<file path="src/rtl/retire_if.sv">
// Execute-to-retire bus, register-file write port, fetch redirect and store-buffer memory port.
// The retire unit takes the slave view; the execute stage and memory take the master view.
interface retire_if;
    logic              valid_in;
    logic [4:0]        reg_d_in;
    logic [1:0][31:0]  result_in;
    logic              jump_in;
    logic [3:0]        tag_in;
    logic              we_in;
    logic              write_in;
    logic [1:0]        size_in;
    logic              stall_out;
    logic              reg_we;
    logic [4:0]        reg_addr;
    logic [31:0]       reg_data;
    logic              jump_out;
    logic [31:0]       new_pc;
    logic [3:0]        curr_tag;
    logic              mem_write;
    logic [31:0]       mem_addr;
    logic [31:0]       mem_data;
    logic [1:0]        mem_size;
    logic              mem_ready;

    modport master (
        output valid_in, reg_d_in, result_in, jump_in, tag_in, we_in, write_in, size_in, mem_ready,
        input  stall_out, reg_we, reg_addr, reg_data, jump_out, new_pc, curr_tag,
               mem_write, mem_addr, mem_data, mem_size
    );

    modport slave (
        input  valid_in, reg_d_in, result_in, jump_in, tag_in, we_in, write_in, size_in, mem_ready,
        output stall_out, reg_we, reg_addr, reg_data, jump_out, new_pc, curr_tag,
               mem_write, mem_addr, mem_data, mem_size
    );
endinterface

</file>
<file path="src/rtl/retire_unit.sv">
// Retire stage: drops stale-tag instructions, writes the register file, redirects fetch, buffers stores.
// Optional RETIRE_STATS_EN adds retired_cnt / killed_cnt instruction counters.
module retire_unit #(
    parameter int unsigned SB_DEPTH = 4
) (
    input  logic        clk,
    input  logic        reset,
`ifdef RETIRE_STATS_EN
    output logic [31:0] retired_cnt,
    output logic [31:0] killed_cnt,
`endif
    retire_if.slave     bus
);
    localparam int unsigned PTR_W = $clog2(SB_DEPTH);
    localparam int unsigned CNT_W = $clog2(SB_DEPTH + 1);
    localparam int unsigned TAG_W = 4;

    typedef struct packed {
        logic [31:0] addr;
        logic [31:0] data;
        logic [1:0]  size;
    } sb_entry_t;

    sb_entry_t         r_sb [SB_DEPTH];
    logic [PTR_W-1:0]  r_rd_ptr;
    logic [PTR_W-1:0]  r_wr_ptr;
    logic [CNT_W-1:0]  r_count;
    logic [TAG_W-1:0]  r_tag;
    logic              r_reg_we;
    logic [4:0]        r_reg_addr;
    logic [31:0]       r_reg_data;
    logic              r_jump;
    logic [31:0]       r_new_pc;

    logic              w_full;
    logic              w_accept;
    logic              w_live;
    logic              w_reg_wr;
    logic              w_jump;
    logic              w_push;
    logic              w_pop;
    logic              w_nonempty;
    sb_entry_t         w_head;

    // Qualification of the incoming instruction
    assign w_full     = (r_count == CNT_W'(SB_DEPTH));
    assign w_accept   = bus.valid_in && !w_full;
    assign w_live     = w_accept && (bus.tag_in == r_tag);
    assign w_reg_wr   = w_live && bus.we_in && (bus.reg_d_in != 5'd0);
    assign w_jump     = w_live && bus.jump_in;
    assign w_push     = w_live && bus.write_in;
    assign w_nonempty = (r_count != '0);
    assign w_pop      = w_nonempty && bus.mem_ready;
    assign w_head     = r_sb[r_rd_ptr];

    always_ff @(posedge clk) begin
        if (reset) begin
            r_rd_ptr   <= '0;
            r_wr_ptr   <= '0;
            r_count    <= '0;
            r_tag      <= '0;
            r_reg_we   <= 1'b0;
            r_reg_addr <= '0;
            r_reg_data <= '0;
            r_jump     <= 1'b0;
            r_new_pc   <= '0;
        end else begin
            r_reg_we   <= w_reg_wr;
            r_reg_addr <= w_reg_wr ? bus.reg_d_in : 5'd0;
            r_reg_data <= w_reg_wr ? bus.result_in[0] : 32'd0;
            r_jump     <= w_jump;
            r_new_pc   <= w_jump ? bus.result_in[1] : 32'd0;
            if (w_jump) begin
                r_tag <= r_tag + TAG_W'(1);
            end
            if (w_push) begin
                r_wr_ptr <= r_wr_ptr + PTR_W'(1);
            end
            if (w_pop) begin
                r_rd_ptr <= r_rd_ptr + PTR_W'(1);
            end
            r_count <= r_count + CNT_W'(w_push) - CNT_W'(w_pop);
        end
    end

    // Payload storage needs no reset; occupancy is tracked by the pointers and count
    always_ff @(posedge clk) begin
        if (w_push) begin
            r_sb[r_wr_ptr] <= {bus.result_in[1], bus.result_in[0], bus.size_in};
        end
    end

`ifdef RETIRE_STATS_EN
    logic [31:0] r_retired;
    logic [31:0] r_killed;

    always_ff @(posedge clk) begin
        if (reset) begin
            r_retired <= '0;
            r_killed  <= '0;
        end else begin
            r_retired <= r_retired + 32'(w_live);
            r_killed  <= r_killed + 32'(w_accept && !w_live);
        end
    end

    assign retired_cnt = r_retired;
    assign killed_cnt  = r_killed;
`endif

    assign bus.stall_out = w_full;
    assign bus.reg_we    = r_reg_we;
    assign bus.reg_addr  = r_reg_addr;
    assign bus.reg_data  = r_reg_data;
    assign bus.jump_out  = r_jump;
    assign bus.new_pc    = r_new_pc;
    assign bus.curr_tag  = r_tag;
    // Head fields read as zero while the buffer is empty
    assign bus.mem_write = w_nonempty;
    assign bus.mem_addr  = w_nonempty ? w_head.addr : 32'd0;
    assign bus.mem_data  = w_nonempty ? w_head.data : 32'd0;
    assign bus.mem_size  = w_nonempty ? w_head.size : 2'd0;
endmodule
</file>
<file path="src/flat_wrapper.sv">
// flat-port wrapper written by rule: the top's interface ports become plain ports
module retire_unit_flat 
#(
    parameter int unsigned SB_DEPTH = 4
)
  (clk, reset, bus_valid_in, bus_reg_d_in, bus_result_in, bus_jump_in, bus_tag_in, bus_we_in, bus_write_in, bus_size_in, bus_mem_ready, bus_stall_out, bus_reg_we, bus_reg_addr, bus_reg_data, bus_jump_out, bus_new_pc, bus_curr_tag, bus_mem_write, bus_mem_addr, bus_mem_data, bus_mem_size);
  retire_if bus_i ();
  input  logic clk;
  input  logic reset;
  input wire logic [$bits(bus_i.valid_in)-1:0] bus_valid_in;
  input wire logic [$bits(bus_i.reg_d_in)-1:0] bus_reg_d_in;
  input wire logic [$bits(bus_i.result_in)-1:0] bus_result_in;
  input wire logic [$bits(bus_i.jump_in)-1:0] bus_jump_in;
  input wire logic [$bits(bus_i.tag_in)-1:0] bus_tag_in;
  input wire logic [$bits(bus_i.we_in)-1:0] bus_we_in;
  input wire logic [$bits(bus_i.write_in)-1:0] bus_write_in;
  input wire logic [$bits(bus_i.size_in)-1:0] bus_size_in;
  input wire logic [$bits(bus_i.mem_ready)-1:0] bus_mem_ready;
  output wire logic [$bits(bus_i.stall_out)-1:0] bus_stall_out;
  output wire logic [$bits(bus_i.reg_we)-1:0] bus_reg_we;
  output wire logic [$bits(bus_i.reg_addr)-1:0] bus_reg_addr;
  output wire logic [$bits(bus_i.reg_data)-1:0] bus_reg_data;
  output wire logic [$bits(bus_i.jump_out)-1:0] bus_jump_out;
  output wire logic [$bits(bus_i.new_pc)-1:0] bus_new_pc;
  output wire logic [$bits(bus_i.curr_tag)-1:0] bus_curr_tag;
  output wire logic [$bits(bus_i.mem_write)-1:0] bus_mem_write;
  output wire logic [$bits(bus_i.mem_addr)-1:0] bus_mem_addr;
  output wire logic [$bits(bus_i.mem_data)-1:0] bus_mem_data;
  output wire logic [$bits(bus_i.mem_size)-1:0] bus_mem_size;
  assign bus_i.valid_in = bus_valid_in;
  assign bus_i.reg_d_in = bus_reg_d_in;
  assign bus_i.result_in = bus_result_in;
  assign bus_i.jump_in = bus_jump_in;
  assign bus_i.tag_in = bus_tag_in;
  assign bus_i.we_in = bus_we_in;
  assign bus_i.write_in = bus_write_in;
  assign bus_i.size_in = bus_size_in;
  assign bus_i.mem_ready = bus_mem_ready;
  assign bus_stall_out = bus_i.stall_out;
  assign bus_reg_we = bus_i.reg_we;
  assign bus_reg_addr = bus_i.reg_addr;
  assign bus_reg_data = bus_i.reg_data;
  assign bus_jump_out = bus_i.jump_out;
  assign bus_new_pc = bus_i.new_pc;
  assign bus_curr_tag = bus_i.curr_tag;
  assign bus_mem_write = bus_i.mem_write;
  assign bus_mem_addr = bus_i.mem_addr;
  assign bus_mem_data = bus_i.mem_data;
  assign bus_mem_size = bus_i.mem_size;
  retire_unit #(.SB_DEPTH(SB_DEPTH)) u_core (.clk(clk), .reset(reset), .bus(bus_i));
endmodule
</file>
<file path="config.mk">
export PLATFORM = sky130hd
export DESIGN_NAME = retire_unit_flat
export DESIGN_NICKNAME = d
export VERILOG_FILES = /design/src/rtl/retire_if.sv /design/src/rtl/retire_unit.sv /design/src/flat_wrapper.sv
export SDC_FILE = /design/constraint.sdc
export NUM_CORES = 1
export LEC_CHECK = 0
export ABC_AREA = 0
export BUFFER_PORTS_ARGS = -buffer_cell sky130_fd_sc_hd__buf_2
export CAP_MARGIN = 15
export CORE_MARGIN = 5
export CORE_UTILIZATION = 30
export CTS_BUF_LIST = sky130_fd_sc_hd__clkbuf_2 sky130_fd_sc_hd__clkbuf_4 sky130_fd_sc_hd__clkbuf_8
export DETAILED_ROUTE_END_ITERATION = 8
export GPL_TIMING_DRIVEN = 0
export PLACE_DENSITY = 0.51
export SYNTH_ARGS = -nofsm -noshare
export SYNTH_HDL_FRONTEND = slang
export SYNTH_SLANG_ARGS = --single-unit
</file>
<file path="constraint.sdc">
create_clock -name clk -period 6.6 [get_ports clk]
set_input_delay 1.32 -clock clk [delete_from_list [all_inputs] [get_ports clk]]
set_output_delay 1.32 -clock clk [all_outputs]
set_load 0.02 [all_outputs]
</file>
==> results.cfg, run 1 <==
[setup_path]
rr_worst_depth = 9
setup.worst_path.end = bus_mem_addr[21]
worstSetupStartpointType = flop
slowest_stage = sky130_fd_sc_hd__buf_1
critical_path.top_delay_family = buffers and inverters
cp.depth = 5
setup.reg_to_reg.worst_slack_ns = 4.10
rr_endpoint = u_core.r_count[2]$_SDFF_PP0_
type_of_element_capturing_the_critical_path = output port
critPathArrivalTime_ns = 2.68
crit_path_max_fanout = 10
worst-endpoint-required_ns = 5.28
crit_chain = buf_2 -> buf_1 -> mux4_2 -> and2_1 -> buf_2
critPathMostFrequentCell = sky130_fd_sc_hd__buf_2
cp.buffers_inverters = 3
timing_worst_setup_path_type = reg2out
ff_to_ff_start = u_core.r_count[2]$_SDFF_PP0_
critPathMaxStageDelay_ns = 0.65

[power_and_ir_drop]
power.share.combinational_pct = 25.6
netSwitchingFraction_pct = 30.3
power.static_leakage_nw = 5.88
power.density_cell_area_mw_per_mm2 = 371
clock_power_share_pct = 33.6
max-vdd-ir-drop_v = 0.000174
power.share.sequential_pct = 40.8
total_power_mw = 5.86
cell_internal_pwr_mw = 4.09
net-switching-power_mw = 1.77

[finish]
n_antenna_cell = 0
regArea_mm2 = 0.00961
net_count_reported_at_finish = 1026
drive_above_1_share_pct = 43.6
nFillCells = 3931
area_growth_pct = 25.0
layout_commonest_cell = sky130_fd_sc_hd__edfxtp_1
top_library_cells_by_usage_in_the_layout_fill_and_taps_aside = sky130_fd_sc_hd__edfxtp_1 (264), sky130_fd_sc_hd__buf_2 (235), sky130_fd_sc_hd__and2_1 (136)
multi_input_comb_area_mm2 = 0.00285
final-instance-count-excl-fill = 1523

[die]
start_util_pct = 30.2
fp.coreArea_mm2 = 0.0418
rows = 75
floorplan.die.height_um = 215
die_x_um = 215
ioPinCount = 225
die-area_mm2 = 0.0463

[grt]
grt_pass1_vias = 7328
wire_length_of_the_first_global_routing_pass_mm = 44.0
grtUsageTotal_pct = 12.4
grt_overflow_total = 0
grt_antenna_before_repair = 3
grt_max_degree = 50

[yosys]
synth-warning-count = 0
netlist_instances = 648
post_synth_num_cell_types = 32
synth-edff-count = 264
synthTopCellsByArea = sky130_fd_sc_hd__edfxtp_1 (63%), sky130_fd_sc_hd__dfxtp_1 (13%), sky130_fd_sc_hd__mux4_2 (12%), sky130_fd_sc_hd__and2_1 (6.9%), sky130_fd_sc_hd__ha_1 (0.69%)
area_share_of_the_leading_cell_type_in_the_synthesized_netlist_pct = 62.8
post-synth-top-area-cell = sky130_fd_sc_hd__edfxtp_1
post_synth_instance_area_mm2 = 0.0126
ys_seq_area_share_pct = 76.1
ys_ff_latch = 348
synth_ff_type = sky130_fd_sc_hd__edfxtp_1
synth_fp_nets = 738
postSynthAreaPerCell_um2 = 19.5
ys_async_sr_fraction_pct = 0

[cts]
tritoncts_num_sinks = 348
clk-insertion-delay-late_ns = 0.63
path_clk_slew_ns = 0.06
clockBufferDepth = 3
cts_hold_repair.buffers = 0
post_cts_resized = 0
cts_post_setup_buffers_inserted = 0
cts_tree = built
cts_max_level = 2
clock_root_buffer_master = sky130_fd_sc_hd__clkbuf_8
cts-buffers-inserted = 58

[placement]
portBuffers = 224
dp.cells = 1415
post-dp-hpwl_mm = 18.3
gpl.final_weighted_congestion = 0.667

[drt]
antenna_violating_nets_post_route = 0
detail_route.iter0.violations = 286
routed_via_density = 4.36
route.vias.total = 6644
drc = 0
avgRoutedWirePerCell_um = 19.0
first_pass_iters = 4
drt-total-wl_mm = 29.0

[flow_run]
timing.max_cap.violations = 0

[timing]
slew_headroom_pct = 42.3
fmax_mhz = 250
setup_total_negative_slack_ns = 0
report.final.hold_viol_count = 0
timing.final.max_slew_violations = 0
setup_violations = 0
finalCritPeriodShare_pct = 60.6
skew_ns = 0.0183
max_slew.worst_pin.slew_ns = 0.860
rsz0062_at_grt = no
fin_hold_ws_ns = 0.521
layout_min_cycle_time_ns = 4.00

[outcome]
status = completed

[worst_hold_path]
min-delay-start = u_core.r_wr_ptr[1]$_SDFFE_PP0P_
hp-class = reg2reg
## tightest hold or removal path: stages, from the launching register on
cell and delay, ns:
sky130_fd_sc_hd__dfxtp_1 0.34, sky130_fd_sc_hd__nand2b_1 0.08, sky130_fd_sc_hd__mux2i_1 0.06
## cell families (layout without fill, tap and decap cells)
kind of cell	Yosys count	count (layout)	synth area share, %
compound gates	1	1	0.0991
mux	72	72	12.3
buf+inv	37	373	1.42
flops	348	348	76.1
fa+ha+maj	8	8	0.852
xor+xnor	8	8	0.555
simple gates	174	174	8.66
## flip-flops by register name (all words and copies together) (netlist names), named ones only
register             flops
u_core.bus.curr_tag      4
u_core.bus.jump_out      1
u_core.bus.new_pc       32
u_core.bus.reg_addr      5
u_core.bus.reg_data     32
u_core.bus.reg_we        1
u_core.r_count           3
u_core.r_rd_ptr          2
u_core.r_sb            264
u_core.r_wr_ptr          2
## power groups by stage
stage               clock network (mW)  registers (mW)  logic [mW]
global placement                     0            2.43        1.56
global route                      2.16            2.39        1.65
finish                            1.97            2.39        1.50
floorplan                            0            2.43       0.985
detailed placement                   0            2.43        1.56
CTS                               2.06            2.39        1.57
## stage by stage
| stage | worst slack (ns) | utilization (%) | instance area [um2] |
|---|---|---|---|
| after floorplan | 2.59 | - | 12600 |
| after global placement | 0.732 | 34.5 | 14400 |
| after global routing | 2.43 | 37.8 | 15800 |
| final | 2.60 | 37.8 | 15800 |
| after detailed placement | 3.14 | 34.8 | 14500 |
| after CTS | 2.49 | 37.8 | 15800 |
## worst min path at each step
stage                                      endpoint  slack, ns  cells after the start
CTS                 u_core.r_wr_ptr[1]$_SDFFE_PP0P_       0.53                      2
global route        u_core.r_wr_ptr[1]$_SDFFE_PP0P_       0.55                      2
detailed placement  u_core.r_wr_ptr[1]$_SDFFE_PP0P_       0.52                      2
global placement                               flop       0.50                      2
finish              u_core.r_wr_ptr[1]$_SDFFE_PP0P_       0.52                      2
floorplan           u_core.r_wr_ptr[1]$_SDFFE_PP0P_       0.48                      2
## layer usage
layer | up-vias | share of wire [%] | global-route usage, %
li1 | 3043 | - | -
met1 | 3320 | 43 | 15.8
met2 | 213 | 47 | 20.1
met3 | 62 | 7.4 | 4.11
met4 | 6 | 2.4 | 4.27
met5 | - | 0.097 | 0
## final cells by class
cell class	count	area share, %
Clock inverter	14	0.460
Inverter	7	0.167
Timing Repair Buffer	228	7.80
Clock buffer	94	7.41
Buffer	30	0.967
Sequential cell	348	60.9
Tap cell	539	4.27
Multi-Input combinational cell	263	18.0
## cell usage after synthesis (3+ instances only)
library cell               number
sky130_fd_sc_hd__clkbuf_1      10
sky130_fd_sc_hd__and2_1       140
sky130_fd_sc_hd__buf_1          5
sky130_fd_sc_hd__dfxtp_1       84
sky130_fd_sc_hd__xnor2_1        7
sky130_fd_sc_hd__nor2_1         9
sky130_fd_sc_hd__buf_2         11
sky130_fd_sc_hd__nand3_1        3
sky130_fd_sc_hd__nand2b_1       4
sky130_fd_sc_hd__nor2b_1        5
sky130_fd_sc_hd__mux2_2         4
sky130_fd_sc_hd__buf_6          3
sky130_fd_sc_hd__edfxtp_1     264
sky130_fd_sc_hd__mux4_2        66
sky130_fd_sc_hd__inv_1          7
sky130_fd_sc_hd__ha_1           7
(Power assumes the default switching activity.)
==> run 2, diff against run 1 <==
--- a/config.mk
+++ b/config.mk
@@ -5,7 +5,7 @@
 export SDC_FILE = /design/constraint.sdc
 export NUM_CORES = 1
 export LEC_CHECK = 0
-export ABC_AREA = 0
+export ABC_AREA = 1
 export BUFFER_PORTS_ARGS = -buffer_cell sky130_fd_sc_hd__buf_2
 export CAP_MARGIN = 15
 export CORE_MARGIN = 5
==> constraint.sdc (replaced) <==
create_clock -name clk -period 3.8 [get_ports clk]
set_input_delay 0.76 -clock clk [delete_from_list [all_inputs] [get_ports clk]]
set_output_delay 0.76 -clock clk [all_outputs]
set_load 0.02 [all_outputs]
==> run 2 against run 1 <==
Worst setup slack lost 2.3 ns. Worst hold slack lost 0.20 ns. Via count grew 34%. Total power grew 80%. Combinational power grew 97%. Sequential power grew 74%. Sequential cell count is the same. Clock-buffer cell count shrank 5. Design area grew 3.6%. Critical path type unchanged.
==> results.cfg, run 2 <==
[setup_path]
critical_path.top_delay_family = buffers and inverters
crit_path_max_fanout = 10
type_of_element_capturing_the_critical_path = output port
critPathMaxStageDelay_ns = 0.44
slowest_stage = sky130_fd_sc_hd__clkbuf_1
critPathMostFrequentCell = sky130_fd_sc_hd__buf_2
worstSetupStartpointType = flop
critPathArrivalTime_ns = 2.74
worst-endpoint-required_ns = 3.04
timing_worst_setup_path_type = reg2out
crit_chain = buf_2 -> inv_2 -> buf_2 -> clkbuf_1 -> o21ai_0 -> a21oi_1 -> buf_2
cp.buffers_inverters = 5

[yosys]
post_synth_and_or_nand_nor_area_fraction_pct = 12.6
post_synth_mux_area_share_pct = 0
area_share_of_the_leading_cell_type_in_the_synthesized_netlist_pct = 60.7
synth_ff_type = sky130_fd_sc_hd__edfxtp_1
ys_seq_area_share_pct = 73.5
post_synth_instance_area_mm2 = 0.0131
post_synth_xor_area_fraction_pct = 0
synth_fp_nets = 1224
cell_types_with_the_highest_counts_after_synthesis = sky130_fd_sc_hd__nor2_1 (343), sky130_fd_sc_hd__edfxtp_1 (264), sky130_fd_sc_hd__o21ai_0 (134), sky130_fd_sc_hd__inv_1 (101), sky130_fd_sc_hd__dfxtp_1 (84)
post_synth_num_cell_types = 25
post-synth-top-area-cell = sky130_fd_sc_hd__edfxtp_1
netlist_instances = 1134
synth-edff-count = 264
postSynthAreaPerCell_um2 = 11.5
ys_ff_latch = 348
synth-adder-area-share_pct = 0.823
synth-warning-count = 0
synth_top_family_by_area = simple AND/OR/NAND/NOR gates
ys_async_sr_fraction_pct = 0
synth_compound_area_share_pct = 7.85
synthTopCellsByArea = sky130_fd_sc_hd__edfxtp_1 (61%), sky130_fd_sc_hd__dfxtp_1 (13%), sky130_fd_sc_hd__nor2_1 (9.9%), sky130_fd_sc_hd__o21ai_0 (5.1%), sky130_fd_sc_hd__inv_1 (2.9%)
cell_with_the_most_instances_after_synthesis = sky130_fd_sc_hd__nor2_1

[placement]
post-dp-hpwl_mm = 23.0
gpl.final_weighted_congestion = 0.752
dp_worst_setup_slack_ns = 0.256
dp.cells = 1951
postPlaceCellArea_mm2 = 0.0151
portBuffers = 224

[finish]
nFillCells = 4245
drive_above_1_share_pct = 26.6
largest_register_ff_count = 264
final-instance-count-excl-fill = 2062
layout_commonest_cell = sky130_fd_sc_hd__nor2_1
final_design_area_no_fill_mm2 = 0.0163
net_count_reported_at_finish = 1518
area_growth_pct = 25.1
regMostFlops = u_core.r_sb
top_library_cells_by_usage_in_the_layout_fill_and_taps_aside = sky130_fd_sc_hd__nor2_1 (339), sky130_fd_sc_hd__edfxtp_1 (264), sky130_fd_sc_hd__buf_2 (239)

[die]
start_util_pct = 30.3
die-area_mm2 = 0.0478
die_x_um = 219
floorplan.die.height_um = 219
rows = 76
ioPinCount = 225
fp.coreArea_mm2 = 0.0431

[flow_run]
timing.max_cap.violations = 0

[grt]
grt_pass1_vias = 8988
grt_overflow_total = 0
grtUsageTotal_pct = 14.9
grt_max_degree = 25
wire_length_of_the_first_global_routing_pass_mm = 53.9
grt_antenna_before_repair = 1

[outcome]
status = completed

[cts]
cts_max_level = 2
cts_tree = built
tritoncts_num_sinks = 348
cts_hold_repair.buffers = 0
cts-buffers-inserted = 60
path_clk_slew_ns = 0.06
clock_root_buffer_master = sky130_fd_sc_hd__clkbuf_8
cts_post_setup_buffers_inserted = 0
clk-insertion-delay-late_ns = 0.65
clockBufferDepth = 3

[timing]
finalCritPeriodShare_pct = 92.2
fmax_mhz = 285
skew_ns = 0.0275
layout_min_cycle_time_ns = 3.50
report.final.hold_viol_count = 0
setup_violations = 0
final_critical_path_setup_slack_ns = 0.296
fin_hold_ws_ns = 0.319
slew_headroom_pct = 38.3
timing.final.max_slew_violations = 0
max_slew.worst_pin.slew_ns = 0.923
rsz0062_at_grt = no

[drt]
drc = 0
routed_via_density = 4.33
avgRoutedWirePerCell_um = 17.5
drt-total-wl_mm = 36.2
detail_route.iter0.violations = 561
first_pass_iters = 5
antenna_violating_nets_post_route = 0
route.vias.total = 8931

[worst_hold_path]
hp-class = in2reg

[power_and_ir_drop]
total_power_mw = 10.5
max-vdd-ir-drop_v = 0.000286
power.density_cell_area_mw_per_mm2 = 644
power.static_leakage_nw = 6.63
==> run 2: final timing paths <==
path / startpoint / end / slack, ns / cells after the start
max: flop / bus_mem_data[12] / 0.30 / 7
min: bus_size_in[1] / u_core.r_sb[1][1]$_DFFE_PP_ / 0.32 / 1
max reg2reg: u_core.bus.curr_tag[2]$_SDFFE_PP0P_ / u_core.r_sb[1][48]$_DFFE_PP_ / 0.66 / 10
min reg2reg: u_core.r_rd_ptr[0]$_SDFFE_PP0P_ / flop / 0.48 / 1
==> run 2: cell type report <==
type | instances | area (um2) | area share [%]
clock inverter | 21 | 123 | 0.750
clock buffer | 89 | 1100 | 6.73
sequential | 348 | 9610 | 58.8
multi-input combinational | 624 | 2820 | 17.2
buffer | 56 | 282 | 1.72
antenna | 1 | 2.50 | 0.0153
timing repair buffer | 232 | 1280 | 7.84
tap | 585 | 732 | 4.48
inverter | 106 | 400 | 2.45
==> run 2: cells by family (layout without fill, tap and decap cells) <==
logic type                 count (synthesis)  after routing
AOI/OAI and AO/OA                        205            205
and+or+nand+nor                          411            411
adders and majority gates                  8              8
buffers and inverters                    162            504
other                                      0              1
DFF                                      348            348
==> run 2: timing repair <==
item / in CTS / in global routing
setup endpoints to repair: 2 / 10
gates cloned: 0 / 0
resized for setup: 2 / 8
==> run 2: per-layer routing <==
layer	share of wire, %	global-route usage [%]	wire, um	vias up
li1	-	-	-	4396
met1	44	19.2	15700	4226
met2	48	24.6	17300	260
met3	6.8	4.61	2460	49
met4	1.7	3.71	617	0
met5	0	0	0	-
==> run 2: stage by stage <==
step,utilization (%),setup TNS (ns)
finish,38.0,0
CTS,37.9,0
floorplan,-,-249.56
global route,37.9,0
global placement,34.6,-1029.26
detailed placement,35.1,0
==> run 2: worst register-to-register path: stages (launching register included) <==
cell	delay, ns
sky130_fd_sc_hd__dfxtp_1	0.47
sky130_fd_sc_hd__inv_1	0.07
sky130_fd_sc_hd__nand2_1	0.09
sky130_fd_sc_hd__nand2_1	0.06
sky130_fd_sc_hd__nor2_2	0.12
sky130_fd_sc_hd__nand3_2	0.17
sky130_fd_sc_hd__nor2_1	0.31
sky130_fd_sc_hd__inv_1	0.25
sky130_fd_sc_hd__nor2_4	0.75
sky130_fd_sc_hd__buf_12	0.30
sky130_fd_sc_hd__buf_12	0.23
==> run 2: power by group <==
| part | switching (mW) | internal, mW |
|---|---|---|
| combinational | 2.17 | 0.789 |
| clock | 1.51 | 1.91 |
| sequential | 0.0237 | 4.12 |
